## src/rtl/systolic_pkg.sv

```systemverilog
// systolic_pkg: definitions shared by the systolic-array control blocks.
//   feed_state_e : sequencing states of the west-edge feed scheduler
//   FEED_*       : default feeder geometry (byte-serial 56-bit bursts)
package systolic_pkg;

  typedef enum logic [2:0] {
    IDLE,
    LOAD,
    STREAM,
    DRAIN,
    DONE
  } feed_state_e;

  localparam int FEED_BYTE_W  = 8;
  localparam int FEED_BURST_W = 56;
  localparam int FEED_BYTES   = FEED_BURST_W / FEED_BYTE_W;

endpackage

```

## src/rtl/skew_en_gen.sv

```systemverilog
// skew_en_gen: turns the current stream step t into the diagonally skewed
// feeder enable vector. Row i is enabled for steps i .. i+BYTES_PER_BURST-1.
// Output is registered.
//   clk, rst : clock, async active-high reset
//   t        : step index being issued in the coming cycle
//   active   : a step is issued in the coming cycle (not stalled / gapped)
//   en       : per-row shift enable, registered
module skew_en_gen #(
  parameter int N_ROWS          = 4,
  parameter int BYTES_PER_BURST = 7,
  parameter int T_W             = 4
) (
  input  logic              clk,
  input  logic              rst,
  input  logic [T_W-1:0]    t,
  input  logic              active,
  output logic [N_ROWS-1:0] en
);

  logic [N_ROWS-1:0] en_d;

  for (genvar i = 0; i < N_ROWS; i++) begin : g_row
    assign en_d[i] = active && (32'(t) >= 32'(i)) &&
                     (32'(t) < 32'(i + BYTES_PER_BURST));
  end

  always_ff @(posedge clk or posedge rst) begin
    if (rst) en <= '0;
    else     en <= en_d;
  end

endmodule

```

## src/rtl/feed_scheduler.sv

```systemverilog
// feed_scheduler: sequences the west-edge byte feeders of the systolic array.
// A start in IDLE gives LOAD (feed_load + mac_clear), a STREAM of skewed
// shift enables, a DRAIN wait for the array pipeline, and a done pulse.
//   clk, reset   : clock, async active-high reset (aborts a burst, no done)
//   start        : burst request, sampled only in IDLE
//   stall        : freezes streaming while high (ignored outside STREAM)
//   busy         : high in every state but IDLE
//   feed_load    : one-cycle load pulse to all feeders
//   feed_en      : per-feeder shift enable
//   mac_clear    : accumulator clear, coincident with feed_load
//   done         : one-cycle completion pulse
// Build option: define SHIFT_GAP_EN to follow every issued step with an idle
// gap cycle (stall in either cycle stretches the step).
// All outputs are registered; the FSM decides next-cycle outputs each edge.
module feed_scheduler import systolic_pkg::*; #(
  parameter int N_ROWS          = 4,
  parameter int BYTES_PER_BURST = FEED_BYTES,
  parameter int DRAIN_CYCLES    = 4
) (
  input  logic              clk,
  input  logic              reset,
  input  logic              start,
  input  logic              stall,
  output logic              busy,
  output logic [N_ROWS-1:0] feed_load,
  output logic [N_ROWS-1:0] feed_en,
  output logic              mac_clear,
  output logic              done
);

  localparam int T_W = $clog2(BYTES_PER_BURST + N_ROWS);
  localparam int D_W = $clog2(DRAIN_CYCLES + 1);
  // t counts issued steps; reaching T_LAST+1 means the last step is out.
  localparam logic [T_W-1:0] T_END = T_W'(BYTES_PER_BURST + N_ROWS - 1);

  if (N_ROWS < 1) begin : g_chk_rows
    $error("feed_scheduler: N_ROWS must be >= 1");
  end
  if (BYTES_PER_BURST < 1) begin : g_chk_bytes
    $error("feed_scheduler: BYTES_PER_BURST must be >= 1");
  end
  if (DRAIN_CYCLES < 1) begin : g_chk_drain
    $error("feed_scheduler: DRAIN_CYCLES must be >= 1");
  end

  feed_state_e    state;
  logic [T_W-1:0] t;
  logic [D_W-1:0] dcnt;
  logic           last_done;   // every step issued, nothing left in STREAM
  logic           stream_next; // the coming cycle belongs to STREAM
  logic           issue;       // the coming cycle carries a step's enables

`ifdef SHIFT_GAP_EN
  logic gap; // an idle gap cycle is owed before the next step
  assign last_done = (t == T_END) && !gap;
  assign issue     = stream_next && !gap && !stall;
`else
  assign last_done = (t == T_END);
  assign issue     = stream_next && !stall;
`endif

  assign stream_next = (state == LOAD) || ((state == STREAM) && !last_done);

  always_ff @(posedge clk or posedge reset) begin
    if (reset) begin
      state     <= IDLE;
      t         <= '0;
      dcnt      <= '0;
      busy      <= 1'b0;
      feed_load <= '0;
      mac_clear <= 1'b0;
      done      <= 1'b0;
`ifdef SHIFT_GAP_EN
      gap       <= 1'b0;
`endif
    end else begin
      feed_load <= '0;
      mac_clear <= 1'b0;
      done      <= 1'b0;
      if (issue) t <= t + 1'b1;
`ifdef SHIFT_GAP_EN
      // Gap is entered unconditionally after a step and lasts until a
      // cycle ends without stall.
      if (issue)       gap <= 1'b1;
      else if (!stall) gap <= 1'b0;
`endif
      case (state)
        IDLE: if (start) begin
          state     <= LOAD;
          feed_load <= '1;
          mac_clear <= 1'b1;
          busy      <= 1'b1;
          t         <= '0;
          dcnt      <= '0;
        end
        LOAD:   state <= STREAM;
        STREAM: if (last_done) begin
          state <= DRAIN;
          dcnt  <= D_W'(1);
        end
        DRAIN: begin
          if (dcnt == D_W'(DRAIN_CYCLES)) begin
            state <= DONE;
            done  <= 1'b1;
          end else begin
            dcnt <= dcnt + 1'b1;
          end
        end
        DONE: begin
          state <= IDLE;
          busy  <= 1'b0;
        end
        default: state <= IDLE;
      endcase
    end
  end

  skew_en_gen #(
    .N_ROWS(N_ROWS),
    .BYTES_PER_BURST(BYTES_PER_BURST),
    .T_W(T_W)
  ) u_skew (
    .clk(clk),
    .rst(reset),
    .t(t),
    .active(issue),
    .en(feed_en)
  );

endmodule

```

## config.mk

```make
export PLATFORM = sky130hd
export DESIGN_NAME = feed_scheduler
export DESIGN_NICKNAME = d
export VERILOG_FILES = /design/src/rtl/systolic_pkg.sv /design/src/rtl/skew_en_gen.sv /design/src/rtl/feed_scheduler.sv
export SDC_FILE = /design/constraint.sdc
export NUM_CORES = 1
export LEC_CHECK = 0
export CAP_MARGIN = 30
export CELL_PAD_IN_SITES_DETAIL_PLACEMENT = 0
export CELL_PAD_IN_SITES_GLOBAL_PLACEMENT = 1
export CORE_UTILIZATION = 35
export CTS_CLUSTER_SIZE = 30
export DETAILED_ROUTE_END_ITERATION = 6
export MAX_ROUTING_LAYER = met4
export PLACE_DENSITY = 0.7
export SLEW_MARGIN = 0
export SYNTH_ARGS = -nofsm -noshare
export SYNTH_HDL_FRONTEND = slang
export SYNTH_SLANG_ARGS = --single-unit
```

## constraint.sdc

```tcl
create_clock -name clk -period 1.8 [get_ports clk]
set_clock_uncertainty 0.2 [all_clocks]
set_input_delay 0.36 -clock clk [delete_from_list [all_inputs] [get_ports clk]]
set_output_delay 0.36 -clock clk [all_outputs]
set_load 0.01 [all_outputs]
```

==> After elaboration in Yosys (flattened, before gate mapping) <==
Index checks and enable logic that the tools add are counted.
{ "op_classes": {"reduce_logical": 18, "muxes": 19, "n_addsub": 2, "order_cmp": 7, "eq_ne": 10} }
{ "ops": {"columns": ["op", "n"], "rows": [
  ["$mux W4", 5],
  ["$mux W3", 6],
  ["$lt A4 B4 Y1 const B", 3],
  ["$pmux W3 S4", 1],
  ["$logic_and A1 B1 Y1", 9],
  ["$pmux W3 S3", 1],
  ["$ge A4 B2 Y1 const B", 2],
  ["$ne A2 B2 Y1 const B", 4],
  ["$eq A3 B2 Y1 const B", 2],
  ["$eq A3 B3 Y1 const B", 2],
  ["$mux W1", 5],
  ["$add A4 B1 Y4 const B", 1],
  ["$eq A4 B4 Y1 const B", 1],
  ["$ge A4 B1 Y1 const B", 1],
  ["$lt A4 B3 Y1 const B", 1],
  ["$reduce_and A4 Y1", 1],
  ["$add A3 B1 Y3 const B", 1],
  ["$eq A3 B1 Y1 const B", 1],
  ["$logic_not A3 Y1", 1],
  ["$reduce_and A3 Y1", 1],
  ["$reduce_bool A3 Y1", 1],
  ["$logic_not A1 Y1", 2],
  ["$pmux W1 S2", 1],
  ["$reduce_and A2 Y1", 1],
  ["2 further kinds", 2]
]} }
{ "totals": {"reg_bits": 21, "input_bits": 4, "wordCells": 64, "output_inout_bits": 11} }

==> Longest topological paths before layout <==
Gate-level depths: netlist of run 1.
{ "logic_depth": {"word_depth": 8, "ltp_mapped": 6, "mapped_depth_nobuf": 6} }

==> Hierarchy <==
Synthesis of run 1 repeated with hierarchy kept, for this count alone.
{ "hier_totals": {"cells_unflattened": 84, "hier_area_um2": 868.3} }
{ "by_module_without_submodules": {"columns": ["module", "area_each_um2", "cells_per_inst", "n_inst", "seq_area_each_um2"], "rows": [
  ["feed_scheduler", 696.9, 69, 1, 325.3],
  ["skew_en_gen", 171.4, 15, 1, 100.1]
]} }

==> Least setup slack after synthesis of run 1 <==
Ideal clock, no wire load.
{ "synth_path": {"path_kind": "flip-flop to flip-flop", "from": "reg state[1]", "to": "reg t[2]", "t_required_ns": 1.522, "synth_period_minus_slack_ns": 1.851, "path_buffers": 1, "path_stages_with_launch": 6, "slack_ns": -0.051, "t_arrival_ns": 1.574, "cell_sequence": "dfrtp_1 -> buf_6 -> or4b_4 -> o41a_1 -> or3_1 -> a21oi_1"} }
{ "synth_via": {"elab_chain_len": 7, "elab_cells_between_ends": 9} }
{ "synth_lines": {"columns": ["item", "line", "rtl"], "rows": [
  ["from (decl)", "feed_scheduler.sv:46", "feed_state_e state;"],
  ["from (signal assigned)", "feed_scheduler.sv:66", "state <= IDLE;"],
  ["from (signal assigned)", "feed_scheduler.sv:89", "state <= LOAD;"],
  ["from (signal assigned)", "feed_scheduler.sv:96", "LOAD: state <= STREAM;"],
  ["$eq A3 B2 Y1", "feed_scheduler.sv:62", "assign stream_next = (state == LOAD) || ((state == STREAM) && !last_done);"],
  ["$logic_and A1 B1 Y1", "feed_scheduler.sv:62", null],
  ["$logic_or A1 B1 Y1", "feed_scheduler.sv:62", null],
  ["$logic_and A1 B1 Y1", "feed_scheduler.sv:59", "assign issue = stream_next && !stall;"],
  ["$mux W4", "feed_scheduler.sv:80", "if (issue) t <= t + 1'b1;"],
  ["$mux W4", "feed_scheduler.sv:88", "IDLE: if (start) begin"],
  ["$mux W4 *", "feed_scheduler.sv:87", "case (state)"],
  ["to (signal assigned)", "feed_scheduler.sv:80", null],
  ["to (decl)", "feed_scheduler.sv:47", "logic [T_W-1:0] t;"]
]} }
Mark *: on every way between the ends. The rest lies on a longest branch, timed or not.
A chain may end at the register's enable or synchronous reset.

==> Final worst setup path of run 1 <==
Same ends and word-level chain as after synthesis.

==> summary.txt, run 1 <==
Status
  – Status: finished, violations left
  – Failing checks: negative setup slack

Route
  – Vias: roughly 680
  – Routed WL per cell: 12.4 um
  – Drt first pass iters: 4
  – Via density: slightly below 5
  – DRC Markers: 0
  – Initial DRC count: 10
  – DRT Wirelength: 1.72 mm
  – ANT nets after route: 0

Clock tree
  – TritonCTS Buffers: 3
  – Clock Path Buffers: 2
  – Post-CTS Hold Buffers: 0
  – CTS tree: done
  – Clock sinks: 17
  – CTS H-tree lvls: 1
  – Clock transition at path regs: approximately 0.1 ns
  – Worst skew pair latency: approximately 0.28 ns
  – Clock root buffer: clkbuf_4

Critical path
  – Slowest stage cell, crit path: or4b_4
  – CP arrival: about 1.8 ns
  – CP bufs+invs: 0
  – CP endpoint kind: flip-flop
  – Critical-path maximum fanout: 3
  – Crit path kind: reg -> reg
  – Slowest stage delay, CP: about 0.52 ns
  – Delay-heaviest family, CP: simple AND/OR/NAND/NOR gates
  – CP Cell Sequence: or4b_4 -> o41a_1 -> or3_4 -> a21oi_2
  – Worst Path Required: between 1.5 and 2 ns
  – Crit path launch type: flip-flop

STA
  – RSZ-0062 raised after global routing: true
  – Worst Max-Slew Pin Slew: ~0.3 ns
  – Max_slew headroom: 79.6%
  – Min Tclk post-route: 1.82 ns
  – Final Max Tran Viols: 0
  – Total Neg Setup Slack: -0.0174 ns
  – Final WS setup: -0.0174 ns
  – Final Hold Fails: 0
  – FMAX: roughly 0.55 GHz
  – Final setup vio count: 1
  – Crit share post-route: 101%

Global route
  – GRT overflow: 0
  – Overall Global Routing Usage: 14.2%
  – Global-route wire length before repair: ~2.8 mm
  – Vias in the first global route: approximately 580
  – Largest net degree at the start of global routing: 18
  – Antenna violations before repair: 0

Floorplanning
  – IO Count: 15
  – Die area: about 0.0027 mm2
  – Die W: 52.1 um
  – Die height: around 52 um
  – Row Count: 17
  – Initial Utilization: 38.3%
  – Placeable Area: 0.00230 mm2

Run
  – Max_cap viols: 0

Yosys
  – Synth Area per Inst: between 10 and 15 um2
  – Main flop type after synthesis: dfrtp_1
  – Synth warnings: 0
  – Synth cell types: 30
  – Post-Synthesis Cells: 86
  – FFs w/ async S/R, synth: between 90% and 100%
  – Register area share after synthesis: between 40% and 50%
  – Number of enable flip-flop cells after synthesis: 0
  – Post-Syn Area: 880 um2
  – #FFs+latches synth: 17
  – Post-Synthesis Net Count: 95

Final layout
  – Antenna cells: 0
  – Most common cell after layout, fill and taps aside: dfrtp_1
  – Final Util: between 50 and 60%
  – Layout area overhead: 31.0%
  – Share of layout cells above drive strength 1: about a fifth
  – Layout fillers: around 220
  – Commonest cells after routing, fill and taps aside: dfrtp_1, buf_4, clkdlybuf4s50_1
  – Nets: 120

Power and ir drop
  – Leak: 0.603 nW
  – Peak VDD IR: roughly 0.00076 V
  – Power Dens Cells: around 1600 mW/mm2

Worst hold path
  – HP Class: in -> async

Place
  – Port bufs: 14
  – GP Congestion: about 0.8
  – HPWL after DPL: 1.23 mm
==> layer usage <==
layer,track usage [%],part of all wire (%)
met1,20.7,51
met2,20.7,44
met3,2.63,4.5
met4,2.63,0.47
met5,-,0
==> timing repair <==
action,CTS,global route
setup buffers,1,0
gates resized for setup,4,6
endpoints found under the setup margin,4,7
pin swaps,1,5
==> worst paths after layout <==
check                         start       end  slack, ns  depth (start not counted)
min                           reset      t[3]       0.19                          3
max in group asynchronous     reset  state[0]       1.02                          3
max                        state[1]      t[2]      -0.02                          4
min in group clk               busy      busy       0.34                          2
max reg2reg                state[1]      t[2]      -0.02                          4
min reg2reg                    busy      busy       0.34                          2
==> power breakdown <==
| part | total, mW | leakage (nW) | switching [mW] | internal, mW |
|---|---|---|---|---|
| combinational | 1.06 | 0.375 | 0.511 | 0.546 |
| clock | 0.200 | 0.0150 | 0.114 | 0.0857 |
| sequential | 0.615 | 0.213 | 0.0795 | 0.535 |
| total | 1.87 | 0.603 | 0.705 | 1.17 |
==> state kept, by name, indices dropped and copies added, names as in the netlist <==
register and flops:
t 4, u_skew.en 4, dcnt 3, state 3, busy 1, done 1, feed_load 1
==> layout make-up <==
cell class / instances / area, um2 / area share [%]
inverters: 7 / 26.3 / 2.28
repair buffers: 29 / 260 / 22.6
clock buffers: 4 / 26.3 / 2.28
multi-input cells: 53 / 379 / 32.9
well taps: 28 / 35.0 / 3.04
flip-flops and latches: 17 / 425 / 36.9
==> stage by stage <==
step	hold WS [ns]	total power, mW	worst slack [ns]	area [um2]	cells
CTS	0.192	1.87	-0.0343	1130	138
floorplan	0.0861	1.25	-0.0342	880	86
global placement	0.318	1.62	-0.342	1100	133
detailed placement	0.325	1.64	-0.389	1100	133
global route	0.196	2.02	-0.0767	1150	138
finish	0.186	1.87	-0.0174	1150	138
==> kinds of logic (layout without fill, tap and decap cells) <==
| logic type | after synthesis | after routing | share of synthesized area (%) |
|---|---|---|---|
| adders and majority gates | 5 | 5 | 7.11 |
| xor gates and xnor gates | 3 | 3 | 2.99 |
| AOI/OAI and AO/OA | 13 | 13 | 10.2 |
| buffers and inverters | 16 | 40 | 10.1 |
| and+or+nand+nor | 29 | 29 | 17.8 |
| DFF | 17 | 17 | 48.4 |
| muxes | 3 | 3 | 3.41 |
==> synthesized netlist by cell type (all sizes together), types with 2 or more instances <==
| cell | instances | area, um2 |
|---|---|---|
| a211oi | 2 | 15.0 |
| a21oi | 3 | 15.0 |
| buf | 8 | 58.8 |
| dfrtp | 17 | 425 |
| ha | 5 | 62.6 |
| inv | 7 | 26.3 |
| mux2i | 3 | 30.0 |
| nand2 | 6 | 22.5 |
| nand3 | 3 | 15.0 |
| nor2 | 7 | 26.3 |
| nor3 | 5 | 25.0 |
| o21ai | 2 | 10.0 |
| or3 | 2 | 12.5 |
| xnor2 | 2 | 17.5 |
==> worst reg2reg max path, stage by stage, from the launching register on <==
cell     delay (ns)
dfrtp_1        0.40
or4b_4         0.52
o41a_1         0.16
or3_4          0.34
a21oi_2        0.14
(Power assumes the default switching activity.)
==> inputs of run 2 (changes only) <==
--- a/config.mk
+++ b/config.mk
@@ -9,4 +9,5 @@
 export CELL_PAD_IN_SITES_DETAIL_PLACEMENT = 0
 export CELL_PAD_IN_SITES_GLOBAL_PLACEMENT = 1
+export CORE_MARGIN = 2
 export CORE_UTILIZATION = 35
 export CTS_CLUSTER_SIZE = 30
==> constraint.sdc (replaced) <==
create_clock -name clk -period 1.8 [get_ports clk]
set_clock_uncertainty 0.2 [all_clocks]
set_input_delay 0.36 -clock clk [delete_from_list [all_inputs] [get_ports clk]]
set_output_delay 0.36 -clock clk [all_outputs]
set_load 0.02 [all_outputs]
==> summary.txt, run 2 (synthesis gave the netlist of run 1 again) <==
Critical path
  – Worst Reg-to-Reg Cells: 4
  – R2R Path End: t[2]
  – CP arrival: around 1.8 ns
  – Worst Path Required: 1.83 ns
  – Crit path kind: reg -> reg
  – FF-to-FF setup slack: 0.03 ns
  – CP endpoint kind: flip-flop
  – R2r startpoint: state[1]
  – Crit path launch type: flip-flop
  – Critical-path maximum fanout: 3

Final layout
  – Antenna cells: 0
  – Layout area overhead: 26.9%
  – Commonest cells after routing, fill and taps aside: dfrtp_1, buf_4, dlygate4sd2_1
  – Layout fillers: 250
  – Nets: 119
  – Most common cell after layout, fill and taps aside: dfrtp_1
  – Top flop regs: t x4, u_skew.en x4
  – Final Util: between 40% and 50%
  – Finished Cell Area: about 0.0011 mm2
  – Share of layout cells above drive strength 1: 17.4%

Global route
  – Vias in the first global route: 698
  – Met3 Use GR: under 10%
  – Grt peak-use layer: met2
  – GRT overflow: 0
  – Overall Global Routing Usage: roughly 16%
  – M2 GR Usage: 27.3%
  – GR met1 Demand/Resource: between 10% and 20%
  – Antenna violations before repair: 0
  – Largest net degree at the start of global routing: 18
  – Global-route wire length before repair: 3.23 mm

Route
  – Drt first pass iters: 4
  – Vias: approximately 700
  – Routed WL per cell: between 10 and 15 um
  – Via density: between 4 and 5
  – Initial DRC count: 6
  – ANT nets after route: 0
  – DRC Markers: 0
  – DRT Wirelength: approximately 1.8 mm

Power and ir drop
  – Sw frac: around 41%
  – Peak VDD IR: about 0.0009 V
  – Leak: between 0.5 and 0.6 nW
  – Combinational group share of total power: ~56%
  – Power Dens Cells: 1660 mW/mm2
  – Cell Int Power: approximately 1.1 mW
  – Seq pwr share: roughly 33%
  – Sw power: between 0.7 and 0.8 mW
  – Clk pwr share: between 10% and 20%

Place
  – HPWL after DPL: 1.40 mm
  – DP Area: 0.00110 mm2
  – Port bufs: 14
  – Pre-CTS setup slack: -0.324 ns
  – GP Congestion: just under 0.8

Run
  – Max_cap viols: 0

STA
  – Final Hold Fails: 0
  – Max_slew headroom: 75.3%
  – Final Max Tran Viols: 0
  – Final setup vio count: 0
  – Worst Max-Slew Pin Slew: between 0.3 and 0.4 ns
  – Crit share post-route: between 90% and 100%
  – Min Tclk post-route: between 1.5 and 2 ns
  – FMAX: 0.565 GHz
  – Final WS setup: around 0.029 ns
  – Total Neg Setup Slack: 0 ns
  – RSZ-0062 raised after global routing: true

Clock tree
  – Clock sinks: 17
  – Setup Buffers After CTS: 0
  – CTS H-tree lvls: 1
  – Worst skew pair latency: between 0.2 and 0.3 ns
  – Clock transition at path regs: approximately 0.11 ns
  – Clock Path Buffers: 2
  – CTS tree: done
  – Clock root buffer: clkbuf_4
  – TritonCTS Buffers: 3

Floorplanning
  – Die area: around 0.0029 mm2
  – IO Count: 15
  – Row Count: 18
  – Die height: roughly 54 um
  – Die W: roughly 54 um
  – Initial Utilization: 36.2%
  – Placeable Area: around 0.0024 mm2

Status
  – Status: complete, no violations

Worst hold path
  – HP Class: in -> async
==> run 2: routing by layer <==
layer	wire [um]	vias to the layer above
met2	920	9
met3	50	2
met4	21	0
met1	844	336
met5	0	-
li1	-	342
==> run 2: critical path, cell delays in order, from the launching register on <==
cell,delay [ns]
dfrtp_1,0.41
or4b_4,0.52
o41a_1,0.13
or3_1,0.31
a21oi_1,0.14
==> run 2: layout make-up <==
| type | count | area (um2) | share of cell area (%) |
|---|---|---|---|
| Multi-Input combinational cell | 53 | 365 | 32.7 |
| Sequential cell | 17 | 425 | 38.1 |
| Tap cell | 30 | 37.5 | 3.36 |
| Inverter | 7 | 26.3 | 2.35 |
| Clock inverter | 1 | 5.00 | 0.448 |
| Timing Repair Buffer | 28 | 234 | 21.0 |
| Clock buffer | 3 | 22.5 | 2.02 |
==> run 2: how the worst max path moves through the flow <==
stage	startpoint	to	slack (ns)	cells after the start
after CTS	u_skew.en[2]	feed_en[2]	0.01	1
after global placement	stall	t[2]	-0.31	5
after global routing	state[2]	t[2]	-0.04	4
final	state[1]	t[2]	0.03	4
after detailed placement	stall	t[2]	-0.32	5
after floorplan	state[1]	t[2]	-0.03	5
==> run 2: through the flow <==
stage | cells | total power [mW] | hold slack (ns)
6_report | 139 | 1.86 | 0.170
5_1_grt | 139 | 2.04 | 0.183
4_1_cts | 139 | 1.88 | 0.180
3_5_place_dp | 135 | 1.71 | 0.323
3_3_place_gp | 135 | 1.68 | 0.319
2_1_floorplan | 86 | 1.30 | 0.0861
==> run 2: power groups by stage <==
stage / combinational [mW] / sequential, mW / clock [mW]
2_1_floorplan: 0.620 / 0.684 / 0
3_3_place_gp: 1.06 / 0.620 / 0
3_5_place_dp: 1.08 / 0.627 / 0
4_1_cts: 1.04 / 0.618 / 0.219
5_1_grt: 1.16 / 0.640 / 0.240
6_report: 1.03 / 0.614 / 0.211
==> run 2: repair_timing <==
action | CTS | global route
hold buffers | 0 | 0
resized for setup | 11 | 1
pin swaps | 1 | 0
setup endpoints to repair | 11 | 3
